$ cat config.mk
export PLATFORM = sky130hd
export DESIGN_NAME = mc_ctrl
export DESIGN_NICKNAME = d
export VERILOG_FILES = /design/src/rtl/mc_ctrl.sv
export SDC_FILE = /design/constraint.sdc
export NUM_CORES = 1
export LEC_CHECK = 0
export ABC_AREA = 1
export CORE_MARGIN = 2
export CORE_UTILIZATION = 40
export CTS_BUF_LIST = sky130_fd_sc_hd__clkbuf_4 sky130_fd_sc_hd__clkbuf_8
export CTS_CLUSTER_SIZE = 16
export DETAILED_ROUTE_END_ITERATION = 16
export GPL_TIMING_DRIVEN = 0
export HOLD_SLACK_MARGIN = 0.03
export PLACE_DENSITY = 0.86
export SLEW_MARGIN = 20
export SYNTH_ARGS = -nofsm -noshare
export SYNTH_HDL_FRONTEND = slang
export SYNTH_SLANG_ARGS = --single-unit
$ cat constraint.sdc
create_clock -name clk -period 2.76 [get_ports clk]
set_input_delay 0.414 -clock clk [delete_from_list [all_inputs] [get_ports clk]]
set_output_delay 0.414 -clock clk [all_outputs]
set_load 0.02 [all_outputs]
$ cat src/rtl/mc_ctrl.sv
// rtl/mc_ctrl.sv - multicycle MIPS main control FSM (fetch/decode/execute/memory/writeback)
// Optional macro MC_CTRL_JAL_EN adds the JAL state (13); otherwise opcode 000011 is illegal.
module mc_ctrl #(
  parameter logic [3:0] RESET_STATE = 4'd0
) (
  input  logic       clk,
  input  logic       rst,
  input  logic [5:0] opcode,
  input  logic [5:0] funct,
  input  logic       zero,
  input  logic       mem_ready,
  output logic       mem_req,
  output logic       mem_we,
  output logic       i_or_d,
  output logic       ir_write,
  output logic       pc_en,
  output logic       reg_write,
  output logic [1:0] reg_dst,
  output logic       mem_to_reg,
  output logic       alu_src_a,
  output logic [1:0] alu_src_b,
  output logic [1:0] alu_op,
  output logic [1:0] pc_src,
  output logic       illegal,
  output logic [3:0] state
);

  localparam logic [3:0] S_FETCH  = 4'd0;
  localparam logic [3:0] S_DECODE = 4'd1;
  localparam logic [3:0] S_MEMADR = 4'd2;
  localparam logic [3:0] S_MEMRD  = 4'd3;
  localparam logic [3:0] S_MEMWB  = 4'd4;
  localparam logic [3:0] S_MEMWR  = 4'd5;
  localparam logic [3:0] S_EXEC   = 4'd6;
  localparam logic [3:0] S_ALUWB  = 4'd7;
  localparam logic [3:0] S_BRANCH = 4'd8;
  localparam logic [3:0] S_ADDIEX = 4'd9;
  localparam logic [3:0] S_ADDIWB = 4'd10;
  localparam logic [3:0] S_JUMP   = 4'd11;
  localparam logic [3:0] S_JR     = 4'd12;
  localparam logic [3:0] S_JAL    = 4'd13;

  logic [3:0] state_q;
  logic [3:0] state_d;

  always_ff @(posedge clk or posedge rst) begin
    if (rst) state_q <= RESET_STATE;
    else     state_q <= state_d;
  end

  assign state = state_q;

  always_comb begin
    state_d = S_FETCH;
    case (state_q)
      S_FETCH:  state_d = mem_ready ? S_DECODE : S_FETCH;
      S_DECODE: begin
        case (opcode)
          6'b000000: state_d = (funct == 6'b001000) ? S_JR : S_EXEC;
          6'b100011,
          6'b101011: state_d = S_MEMADR;
          6'b000100,
          6'b000101: state_d = S_BRANCH;
          6'b001000: state_d = S_ADDIEX;
          6'b000010: state_d = S_JUMP;
`ifdef MC_CTRL_JAL_EN
          6'b000011: state_d = S_JAL;
`endif
          default:   state_d = S_FETCH;
        endcase
      end
      S_MEMADR: state_d = (opcode == 6'b101011) ? S_MEMWR : S_MEMRD;
      S_MEMRD:  state_d = mem_ready ? S_MEMWB : S_MEMRD;
      S_MEMWR:  state_d = mem_ready ? S_FETCH : S_MEMWR;
      S_EXEC:   state_d = S_ALUWB;
      S_ADDIEX: state_d = S_ADDIWB;
      default:  state_d = S_FETCH;
    endcase
  end

  always_comb begin
    mem_req    = 1'b0;
    mem_we     = 1'b0;
    i_or_d     = 1'b0;
    ir_write   = 1'b0;
    pc_en      = 1'b0;
    reg_write  = 1'b0;
    reg_dst    = 2'b00;
    mem_to_reg = 1'b0;
    alu_src_a  = 1'b0;
    alu_src_b  = 2'b00;
    alu_op     = 2'b00;
    pc_src     = 2'b00;
    illegal    = 1'b0;
    case (state_q)
      S_FETCH: begin
        mem_req   = 1'b1;
        alu_src_b = 2'b01;
        ir_write  = mem_ready;
        pc_en     = mem_ready;
      end
      S_DECODE: begin
        alu_src_b = 2'b11;
        // Any opcode that decodes back to FETCH is unsupported.
        illegal   = (state_d == S_FETCH);
      end
      S_MEMADR: begin
        alu_src_a = 1'b1;
        alu_src_b = 2'b10;
      end
      S_MEMRD: begin
        mem_req = 1'b1;
        i_or_d  = 1'b1;
      end
      S_MEMWB: begin
        reg_write  = 1'b1;
        mem_to_reg = 1'b1;
      end
      S_MEMWR: begin
        mem_req = 1'b1;
        mem_we  = 1'b1;
        i_or_d  = 1'b1;
      end
      S_EXEC: begin
        alu_src_a = 1'b1;
        alu_op    = 2'b10;
      end
      S_ALUWB: begin
        reg_write = 1'b1;
        reg_dst   = 2'b01;
      end
      S_BRANCH: begin
        alu_src_a = 1'b1;
        alu_op    = 2'b01;
        pc_src    = 2'b01;
        // opcode[0] distinguishes bne from beq.
        pc_en     = zero ^ opcode[0];
      end
      S_ADDIEX: begin
        alu_src_a = 1'b1;
        alu_src_b = 2'b10;
      end
      S_ADDIWB: reg_write = 1'b1;
      S_JUMP: begin
        pc_src = 2'b10;
        pc_en  = 1'b1;
      end
      S_JR: begin
        pc_src = 2'b11;
        pc_en  = 1'b1;
      end
`ifdef MC_CTRL_JAL_EN
      S_JAL: begin
        pc_src    = 2'b10;
        pc_en     = 1'b1;
        reg_write = 1'b1;
        reg_dst   = 2'b10;
      end
`endif
      default: ;
    endcase
  end

endmodule

# Yosys cells after proc, flatten, opt, wreduce, memory -nomap -nowiden
# Cells that the tools add are included.
# totals
reg_bits	4
input_bits	16
output_inout_bits	21
wordCells	52
# classes
n_eq_ne	19
mux	20
bitwise	1
reduce_logical	11
# ops
op	count
$pmux W4 S7	1
$eq A4 B4 Y1 const B	5
$pmux W4 S5	1
$eq A4 B3 Y1 const B	4
$eq A6 B3 Y1 const B	2
$eq A6 B4 Y1 const B	2
$eq A6 B6 Y1 const B	2
$pmux W2 S3	2
$mux W1	10
$reduce_or A2 Y1	5
$mux W3	3
$eq A4 B2 Y1 const B	2
$logic_not A4 Y1	2
$eq A6 B2 Y1 const B	1
$logic_not A6 Y1	1
$reduce_or A3 Y1	2
$eq A4 B1 Y1 const B	1
$mux W4	1
$pmux W2 S2	1
$reduce_or A4 Y1	1
$pmux W1 S3	1
$xor A1 B1 Y1	1

# Depth between registers and ports, before layout
# Gate-level depths: netlist (run 1).
# depth
ltp_word	6
depth_mapped	9

# Least setup slack after synthesis (run 1)
# OpenSTA, ideal clock, no wires.
# synth_timing
kind	reg-to-output
startpoint	register state_q[1], in the netlist state[1]
endpoint	output pc_en
arrival_time_ps	1673
required_ps	2346
path_slack_ps	673
path_stages_with_launch	7
path_cell_list	dfrtp_1 > nor2_1 > inv_1 > nor2_1 > o2bb2ai_1 > a21oi_1 > nand2_1
# synth_via
elab_chain_len	3
word_cells_on_any_way	6
# synth_rtl
item	line	rtl
start, declared	43	logic [3:0] state_q;
start signal, assigned	48	else state_q <= state_d;
$eq A4 B4 Y1	95	case (state_q)
$reduce_or A2 Y1 (no source line)	n/a	
$pmux W1 S3 *	95	
end, declared	16	output logic pc_en,
# Every way passes the cells marked *; elsewhere a longest branch is shown, timed or not.

# Final worst setup path (run 1)
# Same ends and word-level chain as after synthesis.

==> reports/qor.yml, run 1 <==
clock_network:
  cts_sinks: 4
  cts_buffers: 3
  cts_setup_buffers: 0
  clockBufferDepth: 2
  cts_tree: "done"
  root_buffer: "clkbuf_4"
  clock_latency_ns: 0.24
  htreeDepth: 1
  clk_pin_slew_ns: 0.04
yosys:
  synth-seq-cells: 4
  synthCells: 115
  yosysUniqueCellTypes: 20
  synth.avg_cell_area_um2: 5.190
  synth.cell_area_um2: 596.8
  ys.flop_type: "dfrtp_1"
  syn_nets: 131
  synth-edff-count: 0
  seq_area_frac_synth_pct: 16.77
  async_reset_ff_share_pct: 100.0
  yosys_warnings: 0
power_and_ir_drop:
  pwr-share-seq_pct: 15.2
  power.total_mw: 0.6279
  p_clk_share_pct: 11.5
  max-vdd-ir-drop_uv: 358.4
  intPower_mw: 0.3218
  leakage_nw: 0.6058
  pwr-share-comb_pct: 73.2
  cellPowerDensity_mw_per_mm2: 633.6
  power.share.switching_pct: 48.74
  p_sw_mw: 0.3061
floorplanning:
  die_w_um: 42.63
  num_rows: 13
  dieArea_mm2: 0.001817
  start_util_pct: 44.21
  design.core.area_mm2: 0.001350
  die_height_um: 42.63
  io_pins: 37
drt:
  avgViaCountPerCell: 4.560
  remaining_drc_errors: 0
  drt_pre_antenna_iters: 4
  antenna_left: 0
  dr_total_vias: 766
  drt_iter0_markers: 10
  wirelength_um: 1559
  avgRoutedWirePerCell_um: 9.280
cells_and_area:
  final_util_pct: 73.40
  synthToLayoutAreaGrowth_pct: 66.04
  drive_gt1_share_pct: 7.843
  fin_nets: 171
  final_cells: 168
  largest_reg_flops: 4
  final_area_um2: 991.0
  antenna_cells: 0
sta:
  period_needed_ns: 2.399
  timing.fmax_mhz: 416.8
  final.setup.tns_ns: 0
  skew_ns: 0.007706
  setup_viol: 0
  maxSlewViolCount: 0
  rsz0062_at_grt: "no"
  hold_viol: 0
  fin_crit_sh_pct: 86.93
place:
  numPortBuffers: 35
  gp_congestion: 0.8635
  hpwl_um: 1398
  dpl_cell_area_um2: 965.9
  placedCellCount: 165
global_route:
  grt_pass1_wl_um: 2932
  gr-total-overflow: 0
  grt_pass1_vias: 760
  grt_max_degree: 9
  antenna_found_initial: 0
  grtUsageTotal_pct: 20.23
setup_path:
  reg2reg_from: "state[1]"
  cp.required_ns: 2.35
  crit_type: "reg2out"
  startpoint: "state[1]"
  worstPathArrival_ns: 1.99
  cp_max_fo: 6
  worstSetupStartpointType: "flop"
  worstRegToRegCells: 8
  setup.worst_path.end_class: "primary output"
  r2r_end: "state[1]"
  r2r_setup_slack_ns: 1.53
min_path:
  hold_class: "in2async"
job:
  maxCapViolCount: 0
run_status:
  outcome: "completed"
-- cells in the mapped netlist (2+ instances only) --
master	count	area share [%]
nor2_2	2	2.1
a21oi_1	2	1.7
nand3_1	13	11
dfrtp_1	4	17
nor2_1	28	18
nor2_4	2	3.8
nand2_1	25	16
inv_1	27	17
-- layout by cell type, fill, tap and decap left out, drive strengths merged --
cell type	instances
nand3	14
dlymetal6s2s	1
o2111ai	1
o2bb2ai	1
a21oi	2
xor2	1
inv	28
dfrtp	4
buf	1
nor2	32
o211ai	1
nand2	27
o21ai	2
clkbuf	3
conb	1
clkdlybuf4s50	34
-- timing repair --
action                     CTS  global route
hold buffers                 0             0
setup endpoints to repair    0             1
resized for setup            0             1
-- final cells by class --
class	count	area (µm²)
multi-input combinational	82	384.1
fill	125	359.1
timing repair buffer	35	352.8
inverter	28	105.1
sequential	4	100.1
clock buffer	3	22.52
tap	15	18.77
buffer	1	7.507
-- cell families (layout without fill, tap and decap cells) --
logic type	count (synthesis)	after routing	share of synthesized area (%)
AND/OR/NAND/NOR	73	73	54.72
other	1	1	0.6283
XOR/XNOR	1	1	1.468
buffers and inverters	29	67	18.87
flip-flops	4	4	16.77
AO/OA/AOI/OAI	7	7	7.547
-- worst max path at each step --
stage | endpoint | cells past startpoint | slack [ns]
floorplan | pc_en | 6 | 0.67
global placement | illegal | 10 | 0.12
detailed placement | illegal | 10 | 0.11
CTS | illegal | 10 | 0.09
global route | pc_en | 7 | 0.14
finish | pc_en | 7 | 0.36
-- routing by layer --
layer / track usage (%) / part of all wire (%)
met4: 4.375 / 0.38
met3: 7.759 / 8.0
met5: 0 / 0
met1: 22.60 / 42
met2: 35.76 / 49
-- power groups by stage --
| stage | Sequential [mW] | Clock (mW) | Combinational [mW] |
|---|---|---|---|
| floorplan | 0.111 | 0 | 0.252 |
| global placement | 0.0957 | 0 | 0.460 |
| CTS | 0.0957 | 0.0751 | 0.467 |
| detailed placement | 0.0964 | 0 | 0.466 |
| global route | 0.0996 | 0.0829 | 0.500 |
| finish | 0.0956 | 0.0724 | 0.460 |
-- worst max-delay path, cell delays in order, from the launching register on --
cell and delay, ns:
dfrtp_1 0.45, nor2_1 0.18, inv_1 0.12, nor2_1 0.13, o2bb2ai_1 0.15, a21oi_1 0.06
nand2_1 0.06, clkdlybuf4s50_1 0.60
-- stage by stage --
step	setup WS, ns	hold slack [ns]
after floorplan	0.6730	0.1801
after global placement	0.1178	0.5995
after detailed placement	0.1129	0.6126
after CTS	0.08918	0.3591
after global routing	0.1390	0.3649
final	0.3607	0.3614
No activity file was read; power rests on OpenSTA's default activity.
==> inputs of run 2 (changes only) <==
PLACE_DENSITY = unset   (was 0.86)
PLACE_DENSITY_LB_ADDON = 0.25   (was unset)
==> run 2 against run 1 <==
Non-clock buffer count is the same. Final cell count did not move. Wire length increased by 4.3%. Sequential share of layout area unchanged. Critical path type unchanged. Largest power group unchanged.
==> reports/qor.yml, run 2 (synthesized netlist as in run 1, its figures left out) <==
setup_path:
  r2r_end: "state[3]"
  cp.required_ns: 2.35
  setup.worst_path.end_class: "primary output"
  worstSetupStartpointType: "flop"
  worstRegToRegCells: 8
  crit_type: "reg2out"
  worstPathArrival_ns: 2.02
  r2r_setup_slack_ns: 1.48
  reg2reg_from: "state[3]"
  cp_max_fo: 6
drt:
  avgRoutedWirePerCell_um: 9.679
  wirelength_um: 1626
  dr_total_vias: 788
  remaining_drc_errors: 0
  avgViaCountPerCell: 4.690
  drt_pre_antenna_iters: 4
  antenna_left: 0
  drt_iter0_markers: 8
power_and_ir_drop:
  p_sw_mw: 0.3149
  intPower_mw: 0.3221
  pwr-share-seq_pct: 15.0
  p_clk_share_pct: 12.0
  pwr-share-comb_pct: 73.0
  max-vdd-ir-drop_uv: 308.5
  power.share.switching_pct: 49.43
  cellPowerDensity_mw_per_mm2: 642.8
  leakage_nw: 0.6058
floorplanning:
  dieArea_mm2: 0.001817
  start_util_pct: 44.21
  design.core.area_mm2: 0.001350
  num_rows: 13
  die_w_um: 42.63
  die_height_um: 42.63
  io_pins: 37
cells_and_area:
  final_common_cell: "clkdlybuf4s50_1"
  final_cell_mix: "clkdlybuf4s50_1 (34), nor2_1 (28), inv_1 (27)"
  fin_nets: 171
  antenna_cells: 0
  multi_input_area_um2: 384.1
  regArea_um2: 100.1
  fill_cells: 126
  synthToLayoutAreaGrowth_pct: 66.04
  drive_gt1_share_pct: 7.843
  largest_reg_flops: 4
sta:
  fin_crit_sh_pct: 88.13
  skew_ns: 0.006429
  hold_viol: 0
  setup_viol: 0
  fin_hold_ws_ns: 0.3531
  period_needed_ns: 2.432
  rsz0062_at_grt: "no"
  final.setup.tns_ns: 0
  maxSlewViolCount: 0
  timing.fmax_mhz: 411.1
global_route:
  grt_pass1_vias: 678
  gr-total-overflow: 0
  grt_max_degree: 9
  grtUsageTotal_pct: 19.84
  grt_pass1_wl_um: 2815
  antenna_found_initial: 0
clock_network:
  root_buffer: "clkbuf_4"
  clockBufferDepth: 2
  cts_tree: "done"
  cts_sinks: 4
  cts_buffers: 3
  clock_latency_ns: 0.24
  cts_setup_buffers: 0
  clk_pin_slew_ns: 0.04
  htreeDepth: 1
place:
  gp_congestion: 0.8852
  hpwl_um: 1393
  numPortBuffers: 35
run_status:
  outcome: "completed"
job:
  maxCapViolCount: 0
min_path:
  hold_class: "in2async"
-- run 2: per-stage QoR --
stage                     power [mW]  area, µm²  std cells  util [%]  worst slack, ns
final                         0.6369      991.0        168     73.40           0.3276
after global routing          0.6845      991.0        168     73.40           0.1542
after CTS                     0.6394      988.4        168     73.22          0.06999
after detailed placement      0.5638      965.9        165     71.55          0.08400
after global placement        0.5581      965.9        165     71.55          0.08954
after floorplan               0.3625      596.8        115         -           0.6730
-- run 2: power by group through the flow --
stage	combinational (mW)	clock (mW)	sequential, mW
final	0.465	0.0763	0.0957
after global routing	0.503	0.0838	0.0972
after CTS	0.469	0.0753	0.0956
after detailed placement	0.467	0	0.0967
after global placement	0.463	0	0.0953
after floorplan	0.252	0	0.111
-- run 2: cell type report --
type                    instances  share of cell area [%]
clock buffers                   3                   2.273
inverters                      28                   10.61
well taps                      15                   1.894
flip-flops and latches          4                   10.10
repair buffers                 35                   35.61
multi-input cells              82                   38.76
plain buffers                   1                  0.7576
-- run 2: worst max-delay path, cell delays in order, from the launching register on --
cell             delay, ns
dfrtp_1               0.44
nor2_1                0.18
inv_1                 0.13
nor2_1                0.15
o2bb2ai_1             0.16
a21oi_1               0.06
nand2_1               0.06
clkdlybuf4s50_1       0.60
-- run 2: what timing repair did --
item	CTS	global route
gates resized for setup	0	1
endpoints found under the setup margin	0	1
hold buffers	0	0
-- run 2: routing by layer --
| layer | vias to the layer above | share of wire, % | global-route usage, % |
|---|---|---|---|
| li1 | 419 | - | - |
| met1 | 341 | 42 | 22.74 |
| met2 | 24 | 51 | 35.15 |
| met3 | 4 | 4.7 | 3.017 |
| met4 | 0 | 2.2 | 9.375 |
| met5 | - | 0 | 0 |
-- run 2: worst max path at each step --
stage | startpoint | end | slack (ns) | depth (start not counted)
after global placement | opcode[0] | illegal | 0.09 | 10
after global routing | state[1] | pc_en | 0.15 | 7
after floorplan | state[1] | pc_en | 0.67 | 6
final | state[1] | pc_en | 0.33 | 7
after detailed placement | opcode[0] | illegal | 0.08 | 10
after CTS | opcode[0] | illegal | 0.07 | 10
==> inputs of run 3 (changes only) <==
ABC_AREA = unset   (was 1)
==> run 3 against run 2 <==
Hold slack better by 0.020 ns. Combinational power up 33%. Flip-flop and latch count is the same. Critical endpoint is now illegal.
==> reports/qor.yml, run 3 <==
clock_network:
  root_buffer: "clkbuf_4"
  cts_sinks: 4
  clock_latency_ns: 0.23
  cts_tree: "done"
  clockBufferDepth: 2
  clk_pin_slew_ns: 0.04
  htreeDepth: 1
  cts_buffers: 3
  cts_hold_buf: 0
yosys:
  synth.avg_cell_area_um2: 6.919
  synth-seq-cells: 4
  synth_top_area_cell: "dfrtp_1"
  synth-edff-count: 0
  yosysTopAreaCellShare_pct: 17.43
  netlist_top_cells_count: "nor2_1 (11), nand2_1 (8), nor3_1 (5)"
  synthCells: 83
  synth.cell_area_um2: 574.3
  synth.area.top_cells: "dfrtp_1 (17%), nor2_1 (7.2%), nand2_1 (5.2%)"
  synth.most_common_cell: "nor2_1"
  seq_area_frac_synth_pct: 17.43
  ys.flop_type: "dfrtp_1"
  yosys_warnings: 0
  syn_nets: 99
  yosysUniqueCellTypes: 39
  async_reset_ff_share_pct: 100.0
sta:
  period_needed_ns: 2.683
  fin_crit_sh_pct: 97.21
  worst_pin_slew_ns: 0.5511
  setup_viol: 0
  rsz0062_at_grt: "no"
  timing.fmax_mhz: 372.7
  maxSlewViolCount: 0
  slew_headroom_pct: 63.18
  hold_viol: 0
  skew_ns: 0.003589
place:
  hpwl_um: 1478
  gp_congestion: 0.8048
  dpl_cell_area_um2: 943.4
  numPortBuffers: 35
cells_and_area:
  fin_nets: 139
  regArea_um2: 100.1
  largest_reg_flops: 4
  final_cell_mix: "clkdlybuf4s50_1 (34), nor2_1 (11), nand2_1 (8)"
  multi_input_area_um2: 434.2
  final_common_cell: "clkdlybuf4s50_1"
  final_area_um2: 964.7
  synthToLayoutAreaGrowth_pct: 67.97
  antenna_cells: 0
  drive_gt1_share_pct: 9.917
  final_util_pct: 73.22
  fill_cells: 110
setup_path:
  worstSetupStartpointType: "input pin"
  crit_type: "in2out"
  critPathSlowestCell: "or4_4"
  cp-endpoint: "illegal"
  cp_max_fo: 5
  worstRegToRegCells: 5
  max_stage_delay_ns: 0.60
  reg2reg_from: "state[2]"
  worstPathArrival_ns: 2.27
  cp.required_ns: 2.35
  startpoint: "opcode[0]"
  r2r_end: "state[1]"
  path_cells: "clkdlybuf4s50_1 > or4_4 > nor3_2 > or4_1 > a211oi_1 > dlygate4sd2_1"
  r2r_setup_slack_ns: 1.18
  setup.worst_path.end_class: "primary output"
power_and_ir_drop:
  leakage_nw: 0.3881
  max-vdd-ir-drop_uv: 369.1
  cellPowerDensity_mw_per_mm2: 816.8
min_path:
  hold_class: "in2async"
floorplanning:
  start_util_pct: 43.59
  die_w_um: 41.89
  io_pins: 37
  dieArea_mm2: 0.001755
  num_rows: 13
  design.core.area_mm2: 0.001318
  die_height_um: 41.89
global_route:
  grt_pass1_vias: 672
  grt_pass1_wl_um: 3008
  antenna_found_initial: 0
  gr-total-overflow: 0
  grtUsageTotal_pct: 21.18
  grt_max_degree: 11
drt:
  antenna_left: 0
  drt_iter0_markers: 18
  dr_total_vias: 771
  avgRoutedWirePerCell_um: 13.32
  wirelength_um: 1811
  remaining_drc_errors: 0
  avgViaCountPerCell: 5.669
  drt_pre_antenna_iters: 4
job:
  maxCapViolCount: 0
run_status:
  outcome: "completed"
## run 3: cell count changes in the layout (fill, tap and decap cells not counted), sizes merged, moves of 2 or more
cell	before	now
xnor2	0	2
nor2	32	11
nand2	27	8
nand3	14	3
nor3	0	7
a31oi	0	3
nor3b	0	3
nor4b	0	2
inv	28	4
or4	0	2
a21boi	0	2
nand2b	0	4
buf	1	4
## run 3: layer usage
layer	global-route usage [%]	vias up	part of all wire (%)	routed length [µm]
li1	-	379	-	-
met1	24.01	350	41	736
met2	42.50	38	52	943
met3	1.304	4	5.8	105
met4	3.871	0	1.4	25
met5	0	-	0	0
## run 3: logic make-up after synthesis
kind of cell | synth area share (%)
and+or+nand+nor | 44.45
buffers and inverters | 6.970
other | 0.6530
DFF | 17.43
xor gates and xnor gates | 4.576
AOI/OAI and AO/OA | 24.19
muxes | 1.743
## run 3: worst min path at each step
stage               from       end  slack (ns)  cells after the start
floorplan            rst  state[0]        0.18                      1
global placement     rst  state[2]        0.60                      2
detailed placement   rst  state[0]        0.62                      2
CTS                  rst  state[2]        0.38                      2
global route         rst  state[0]        0.39                      2
finish               rst  state[2]        0.37                      2
## run 3: per-stage QoR
step           setup WS, ns  hold WS [ns]  power, mW  TNS (ns)  std cells
2_1_floorplan        0.4658        0.1801     0.4549         0         83
3_3_place_gp       -0.08279        0.5986     0.7039  -0.08279        133
3_5_place_dp        -0.1224        0.6199     0.7162   -0.1224        133
4_1_cts             0.09026        0.3780     0.7863         0        136
5_1_grt             0.01291        0.3863     0.8393         0        136
6_report            0.07699        0.3730     0.7879         0        136
## run 3: what timing repair did
| item | in CTS | in global routing |
|---|---|---|
| endpoints found under the setup margin | 1 | 0 |
| gates resized for setup | 1 | 0 |
| buffers inserted | 0 | 0 |
## run 3: area by class of cell
cell class,count,area share [%]
clock buffer,3,2.335
multi-input combinational,70,45.01
sequential,4,10.38
timing repair buffer,35,36.19
tap,15,1.946
buffer,5,2.594
inverter,4,1.556
## run 3: worst max-delay path: cells and delay by family
kind	cells	cell delay, ns
AO/OA/AOI/OAI	1	0.04
buffers and inverters	2	0.85
AND/OR/NAND/NOR	3	0.96
## run 3: report_power, final
part | switching (mW) | internal [mW] | total (mW)
clock network | 0.0247 | 0.0487 | 0.0733
registers | 0.0188 | 0.0769 | 0.0958
logic | 0.339 | 0.280 | 0.619
